## src/rtl/wallace_mult_pipe.sv

```systemverilog
// wallace_mult_pipe: three-stage pipelined Baugh-Wooley / Wallace-tree multiplier with valid/ready flow control
module wallace_mult_pipe #(
  parameter int WIDTH = 8
) (
  input  logic               clk,
  input  logic               rst_n,
  input  logic               in_valid,
  output logic               in_ready,
  input  logic [WIDTH-1:0]   in_a,
  input  logic [WIDTH-1:0]   in_b,
  input  logic               in_signed,
  output logic               out_valid,
  input  logic               out_ready,
  output logic [2*WIDTH-1:0] out_prod,
  output logic               busy
);
  localparam int PW = 2*WIDTH;
  localparam int NR = WIDTH + 1;
  localparam logic [PW-1:0] BW_K = (PW'(1) << WIDTH) | (PW'(1) << (PW-1));
  logic             w_stall;
  logic [WIDTH-1:0] r_a, r_b;
  logic             r_sg, r_v1, r_v2, r_v3;
  logic [PW-1:0]    r_sum, r_car, r_prod, w_sum, w_car;
  logic [PW-1:0]    w_pp [NR];
  assign w_stall   = r_v3 & ~out_ready;
  assign in_ready  = ~w_stall;
  assign out_valid = r_v3;
  assign out_prod  = r_prod;
  assign busy      = r_v1 | r_v2 | r_v3;
  // partial-product rows; in signed mode terms pairing exactly one sign bit are inverted and the correction row is added
  always_comb begin
    for (int j = 0; j < WIDTH; j++) begin
      w_pp[j] = '0;
      for (int i = 0; i < WIDTH; i++)
        w_pp[j][i+j] = (r_a[i] & r_b[j]) ^ (r_sg & ((i == WIDTH-1) != (j == WIDTH-1)));
    end
    w_pp[WIDTH] = r_sg ? BW_K : '0;
  end
  // Wallace reduction: each layer compresses row triples with full adders until two rows remain
  always_comb begin
    logic [PW-1:0] t  [NR];
    logic [PW-1:0] nx [NR];
    int n, m;
    for (int k = 0; k < NR; k++) t[k] = w_pp[k];
    n = NR;
    for (int l = 0; l < NR; l++) begin
      for (int k = 0; k < NR; k++) nx[k] = '0;
      m = 0;
      for (int g = 0; g <= NR/3; g++)
        if (3*g+2 < n) begin
          nx[m]   = t[3*g] ^ t[3*g+1] ^ t[3*g+2];
          nx[m+1] = ((t[3*g] & t[3*g+1]) | (t[3*g] & t[3*g+2]) | (t[3*g+1] & t[3*g+2])) << 1;
          m += 2;
        end else if (3*g < n) begin
          nx[m]   = t[3*g];
          nx[m+1] = (3*g+1 < n) ? t[3*g+1] : '0;
          m += (3*g+1 < n) ? 2 : 1;
        end
      if (n > 2) begin
        for (int k = 0; k < NR; k++) t[k] = nx[k];
        n = m;
      end
    end
    w_sum = t[0];
    w_car = t[1];
  end
  // S1: operand register
  always_ff @(posedge clk)
    if (!rst_n) begin
      r_a  <= '0;
      r_b  <= '0;
      r_sg <= 1'b0;
      r_v1 <= 1'b0;
    end else if (!w_stall) begin
      r_a  <= in_a;
      r_b  <= in_b;
      r_sg <= in_signed;
      r_v1 <= in_valid & in_ready;
    end
  // S2: carry-save result of the reduction tree
  always_ff @(posedge clk)
    if (!rst_n) begin
      r_sum <= '0;
      r_car <= '0;
      r_v2  <= 1'b0;
    end else if (!w_stall) begin
      r_sum <= w_sum;
      r_car <= w_car;
      r_v2  <= r_v1;
    end
  // S3: carry-propagate add into the output register
  always_ff @(posedge clk)
    if (!rst_n) begin
      r_prod <= '0;
      r_v3   <= 1'b0;
    end else if (!w_stall) begin
      r_prod <= r_sum + r_car;
      r_v3   <= r_v2;
    end
endmodule
```

## config.mk

```make
export PLATFORM = sky130hd
export DESIGN_NAME = wallace_mult_pipe
export DESIGN_NICKNAME = d
export VERILOG_FILES = /design/src/rtl/wallace_mult_pipe.sv
export SDC_FILE = /design/constraint.sdc
export NUM_CORES = 1
export LEC_CHECK = 0
export CAP_MARGIN = 20
export CORE_MARGIN = 2
export CORE_UTILIZATION = 45
export DETAILED_ROUTE_END_ITERATION = 16
export PLACE_DENSITY = 0.73
export RECOVER_POWER = 25
export SLEW_MARGIN = 10
export SYNTH_ARGS = -nofsm -noshare
export SYNTH_HDL_FRONTEND = slang
export SYNTH_SLANG_ARGS = --single-unit
export TNS_END_PERCENT = 10
```

## constraint.sdc

```tcl
create_clock -name clk -period 5.7 [get_ports clk]
set_clock_uncertainty 0.1 [all_clocks]
set_input_delay 1.14 -clock clk [delete_from_list [all_inputs] [get_ports clk]]
set_output_delay 1.14 -clock clk [all_outputs]
set_load 0.02 [all_outputs]
```

---- After elaboration in Yosys (flattened, before gate mapping) ----
Index checks and enable logic that the tools add are counted.
operators by class
  add/sub/neg operators ................... 1
  multiply operators ...................... 0
  divide/modulo/power cells ............... 0
  $lt $le $gt $ge ......................... 0
  equality and inequality tests ........... 0
  shifts and indexed selects .............. 0
  multiplexer cells ....................... 1
  bitwise gates (word level) .............. 133
  reduce and logical (&&, ||, !) cells .... 0
operator list
  kind                                             count
  15-bit AND                                       12
  15-bit OR                                        10
  16-bit bitwise XOR                               6
  1-bit AND                                        66
  14-bit by 15-bit AND with 15-bit output          2
  15-bit by 10-bit OR with 15-bit output           2
  16-bit adder                                     1
  16-bit two-way mux                               1
  10-bit by 16-bit bitwise XOR with 16-bit output  1
  15-bit by 16-bit bitwise XOR with 16-bit output  1
  16-bit by 13-bit bitwise XOR with 16-bit output  1
  10-bit by 15-bit AND with 15-bit output          1
  14-bit by 15-bit bitwise XOR with 15-bit output  1
  1-bit bitwise XOR                                14
  11-bit by 13-bit AND with 13-bit output          1
  12-bit by 13-bit AND with 13-bit output          1
  12-bit by 13-bit OR with 13-bit output           1
  13-bit OR                                        1
  12-bit by 13-bit bitwise XOR with 13-bit output  1
  11-bit by 12-bit AND with 12-bit output          1
  11-bit by 12-bit bitwise XOR with 12-bit output  1
  8-bit by 10-bit AND with 10-bit output           1
  9-bit by 10-bit AND with 10-bit output           1
  9-bit by 10-bit bitwise XOR with 10-bit output   1
  4 further kinds                                  6
storage, ports and cells
  flip-flop bits (word level) ............. 67
  latch bits .............................. 0
  memory bits (writable) .................. 0
  memory bits (read-only) ................. 0
  input bits .............................. 21
  output and inout port bits .............. 19
  logic and storage cells ................. 144
  memories kept ........................... 0

---- Logic depth before layout (Yosys ltp) ----
  word-level depth ........................ 14
  mapped depth ............................ 11
  depth with buffers taken out ............ 10

---- Worst setup path after synthesis ----
Ideal clock, no wire load.
  path kind ............................... reg2reg
  from .................................... register r_a[7]
  to ...................................... register r_sum[7]
  library setup time ...................... 71 ps
  arrival time ............................ 2,996 ps
  required time ........................... 5,529 ps
  setup slack ............................. 2,533 ps
  stages on the path, launching flop included .. 11
  buffers on the path ..................... 1
  period minus slack after synthesis ...... 3,167 ps
  cells stage by stage .................... dfxtp_1 > clkbuf_1 > nand2_1 > xor2_1 > fa_1 > fa_1 > inv_1 > fa_1 > fa_1 > nand2_1 > a21oi_1
between the ends
  longest elaborated chain between the ends .. 10
RTL lines
  what                                             line  source
  start: declaration                               21    logic [WIDTH-1:0] r_a, r_b;
  start signal: assignment                         75    r_a <= in_a;
  1-bit AND                                        35    w_pp[j][i+j] = (r_a[i] & r_b[j]) ^ (r_sg & ((i == WIDTH-1) != (j == WIDTH-1)));
  1-bit bitwise XOR                                35
  8-bit by 9-bit bitwise XOR with 9-bit output     51    nx[m] = t[3*g] ^ t[3*g+1] ^ t[3*g+2];
  9-bit by 10-bit bitwise XOR with 10-bit output   51
  10-bit by 16-bit bitwise XOR with 16-bit output  51
  16-bit by 13-bit bitwise XOR with 16-bit output  51
  16-bit bitwise XOR (4 in a row)                  51
  via w_sum[7]                                     23    logic [PW-1:0] r_sum, r_car, r_prod, w_sum, w_car;
  end signal: assignment                           87    r_sum <= w_sum;
  end: declaration                                 23
The timed path passes the listed nets, and every way through them passes these cells.
A chain may end at the register's enable or synchronous reset.

==> results.yml <==
floorplanning:
  die_w_um: 102
  io-pin-count: 40
  initial_core_util_pct: 46.8
  die_area_um2: 10500
  rows: 35
  core_area_um2: 9330
  die_h_um: 102
worst_setup_path:
  required_ns: 5.83
  cp-start-kind: "input pin"
  cp.arrival_ns: 3.81
  worstSetupPathType: "in -> reg"
  critPathMaxFanout: 64
  worstSetupEndpointType: "flip-flop"
drt:
  drtPass1Iterations: 4
  post_drt_wl_per_cell_um: 13.8
  wirelength_mm: 9.40
  drtIter0Drc: 128
  route.detailed.drc: 0
  viasPerCell: 5.14
  antenna_left: 0
  vias: 3497
power:
  ir_drop_uv: 194
  p_per_area_nw_per_um2: 245
  p_leak_nw: 2.18
  power_mw: 1.22
min_path:
  hold_path_class: "reg -> reg"
sta:
  worst_slew_pin_slew_ns: 1.96
  drv_slew: 65
  setup_violations: 0
  slew_headroom_pct: -30.4
  fin_setup_tns_ns: 0
  post-route-period-util_pct: 64.7
  max_freq_mhz: 271
  rsz0062_at_grt: "false"
  hold_violations: 0
  fin_hold_ws_ns: 0.352
  setup_ws_ns: 2.01
  post-route-min-period_ns: 3.69
cells_and_area:
  fin_area_um2: 5000
  nNetsFinal: 639
  fin_cells: 681
  area_delta_synth_final_pct: 14.7
  final_util_pct: 53.6
  antenna_cells: 0
  drive_gt1_share_pct: 4.17
clock_tree:
  clk_path_buf_depth: 2
  root_buffer: "clkbuf_8"
  post_cts_buffers: 0
  cts_max_level: 3
  clk_latency_ns: 0.34
  cts_tree: "yes"
  hold_buffers: 0
  cts_buffers: 9
  clk_pin_slew_ns: 0.07
  cts.repair.resized: 0
  cts.sinks: 63
synthesis:
  syn-instance-count: 527
  yosysSeqAreaShare_pct: 28.9
  yosysWarnings: 0
  synth_commonest_cells: "nand2_1, dfxtp_1, a21oi_1"
  synth-main-ff-cell: "dfxtp_1"
  mappedNetlistArea_um2: 4360
  synth-edff-count: 0
  yosysMostFrequentCell: "nand2_1"
  synth_top_area_share_pct: 28.9
  postSynthAreaPerCell_um2: 8.28
  synthesis.nets: 619
  synth.area.top_cells: "dfxtp_1, fa_1, nand2_1"
  synth.distinct_cells: 39
  ys_ff_latch: 63
  synthArstFlopShare_pct: 0
  yosysTopAreaCell: "dfxtp_1"
job:
  cap_violations: 1
placement:
  portBuffers: 39
  dpl.hpwl_mm: 6.63
  dp_slack_ns: 2.09
  gp_congestion: 0.822
  placed_area_um2: 4780
  dpl.cell_count: 665
grt:
  gr-total-overflow: 0
  grt_pass1_wl_mm: 16.1
  track_usage_pct: 19.6
  grt_pass1_vias: 3481
  grt_antenna_before_repair: 0
  grt_max_degree: 71
outcome:
  violations: "capacitance limit, slew limit"
  status: "complete, but fails checks"
[power breakdown]
part           internal, mW  switching (mW)  leakage (nW)
logic                 0.118           0.143          1.55
registers             0.478          0.0381         0.517
clock network         0.270           0.176         0.114
[critical path: stages]
cell	delay (ns)
dlygate4sd3_1	0.67
inv_1	1.43
or3_1	0.27
nor2_1	0.05
a31oi_1	0.14
o211ai_1	0.11
[kinds of logic after synthesis]
kind of cell / Yosys count / synth area share, %
buffers and inverters: 78 / 7.43
and+or+nand+nor: 209 / 21.4
xor gates and xnor gates: 17 / 3.41
AOI/OAI and AO/OA: 87 / 11.5
muxes: 2 / 0.459
adders and majority gates: 71 / 26.9
DFF: 63 / 28.9
[final timing paths]
check | start | slack, ns | end | depth (start not counted)
setup / recovery | rst_n | 2.01 | out_prod[12] | 6
hold / removal | out_prod[2] | 0.35 | out_prod[2] | 2
setup reg to reg | r_sg | 2.09 | r_sum[7] | 8
hold reg to reg | out_prod[2] | 0.35 | out_prod[2] | 2
[layout by cell type (no fill, tap or decap), types with 9 or more instances in the layout]
| master | instances |
|---|---|
| dlygate4sd3_1 | 18 |
| dfxtp_1 | 63 |
| inv_1 | 45 |
| clkbuf_8 | 11 |
| a21oi_1 | 59 |
| nor2_1 | 16 |
| xnor2_1 | 13 |
| o21ai_0 | 9 |
| fa_1 | 38 |
| clkdlybuf4s50_1 | 21 |
| nand2_1 | 139 |
| ha_1 | 33 |
| and2_1 | 32 |
[state kept, by name, summed over array words and instances, names as in the netlist]
| register | cells |
|---|---|
| out_prod | 16 |
| r_sum | 16 |
| r_car | 11 |
| r_a | 8 |
| r_b | 8 |
| out_valid | 1 |
| r_sg | 1 |
| r_v1 | 1 |
| r_v2 | 1 |
[metal layers]
layer | vias to the layer above | share of wire, % | GRT usage (%)
met5 | - | 0 | 0
met4 | 0 | 1.1 | 6.36
met3 | 10 | 3.6 | 4.04
met2 | 61 | 49 | 33.6
met1 | 1703 | 46 | 24.6
li1 | 1723 | - | -
[cell type report]
class,count,area [um^2]
multi-input cells,386,2780
flip-flops and latches,63,1260
fillers,870,4330
clock inverters,3,65.1
repair buffers,41,405
well taps,129,161
clock buffers,13,159
inverters,46,173
(Power assumes the default switching activity.)
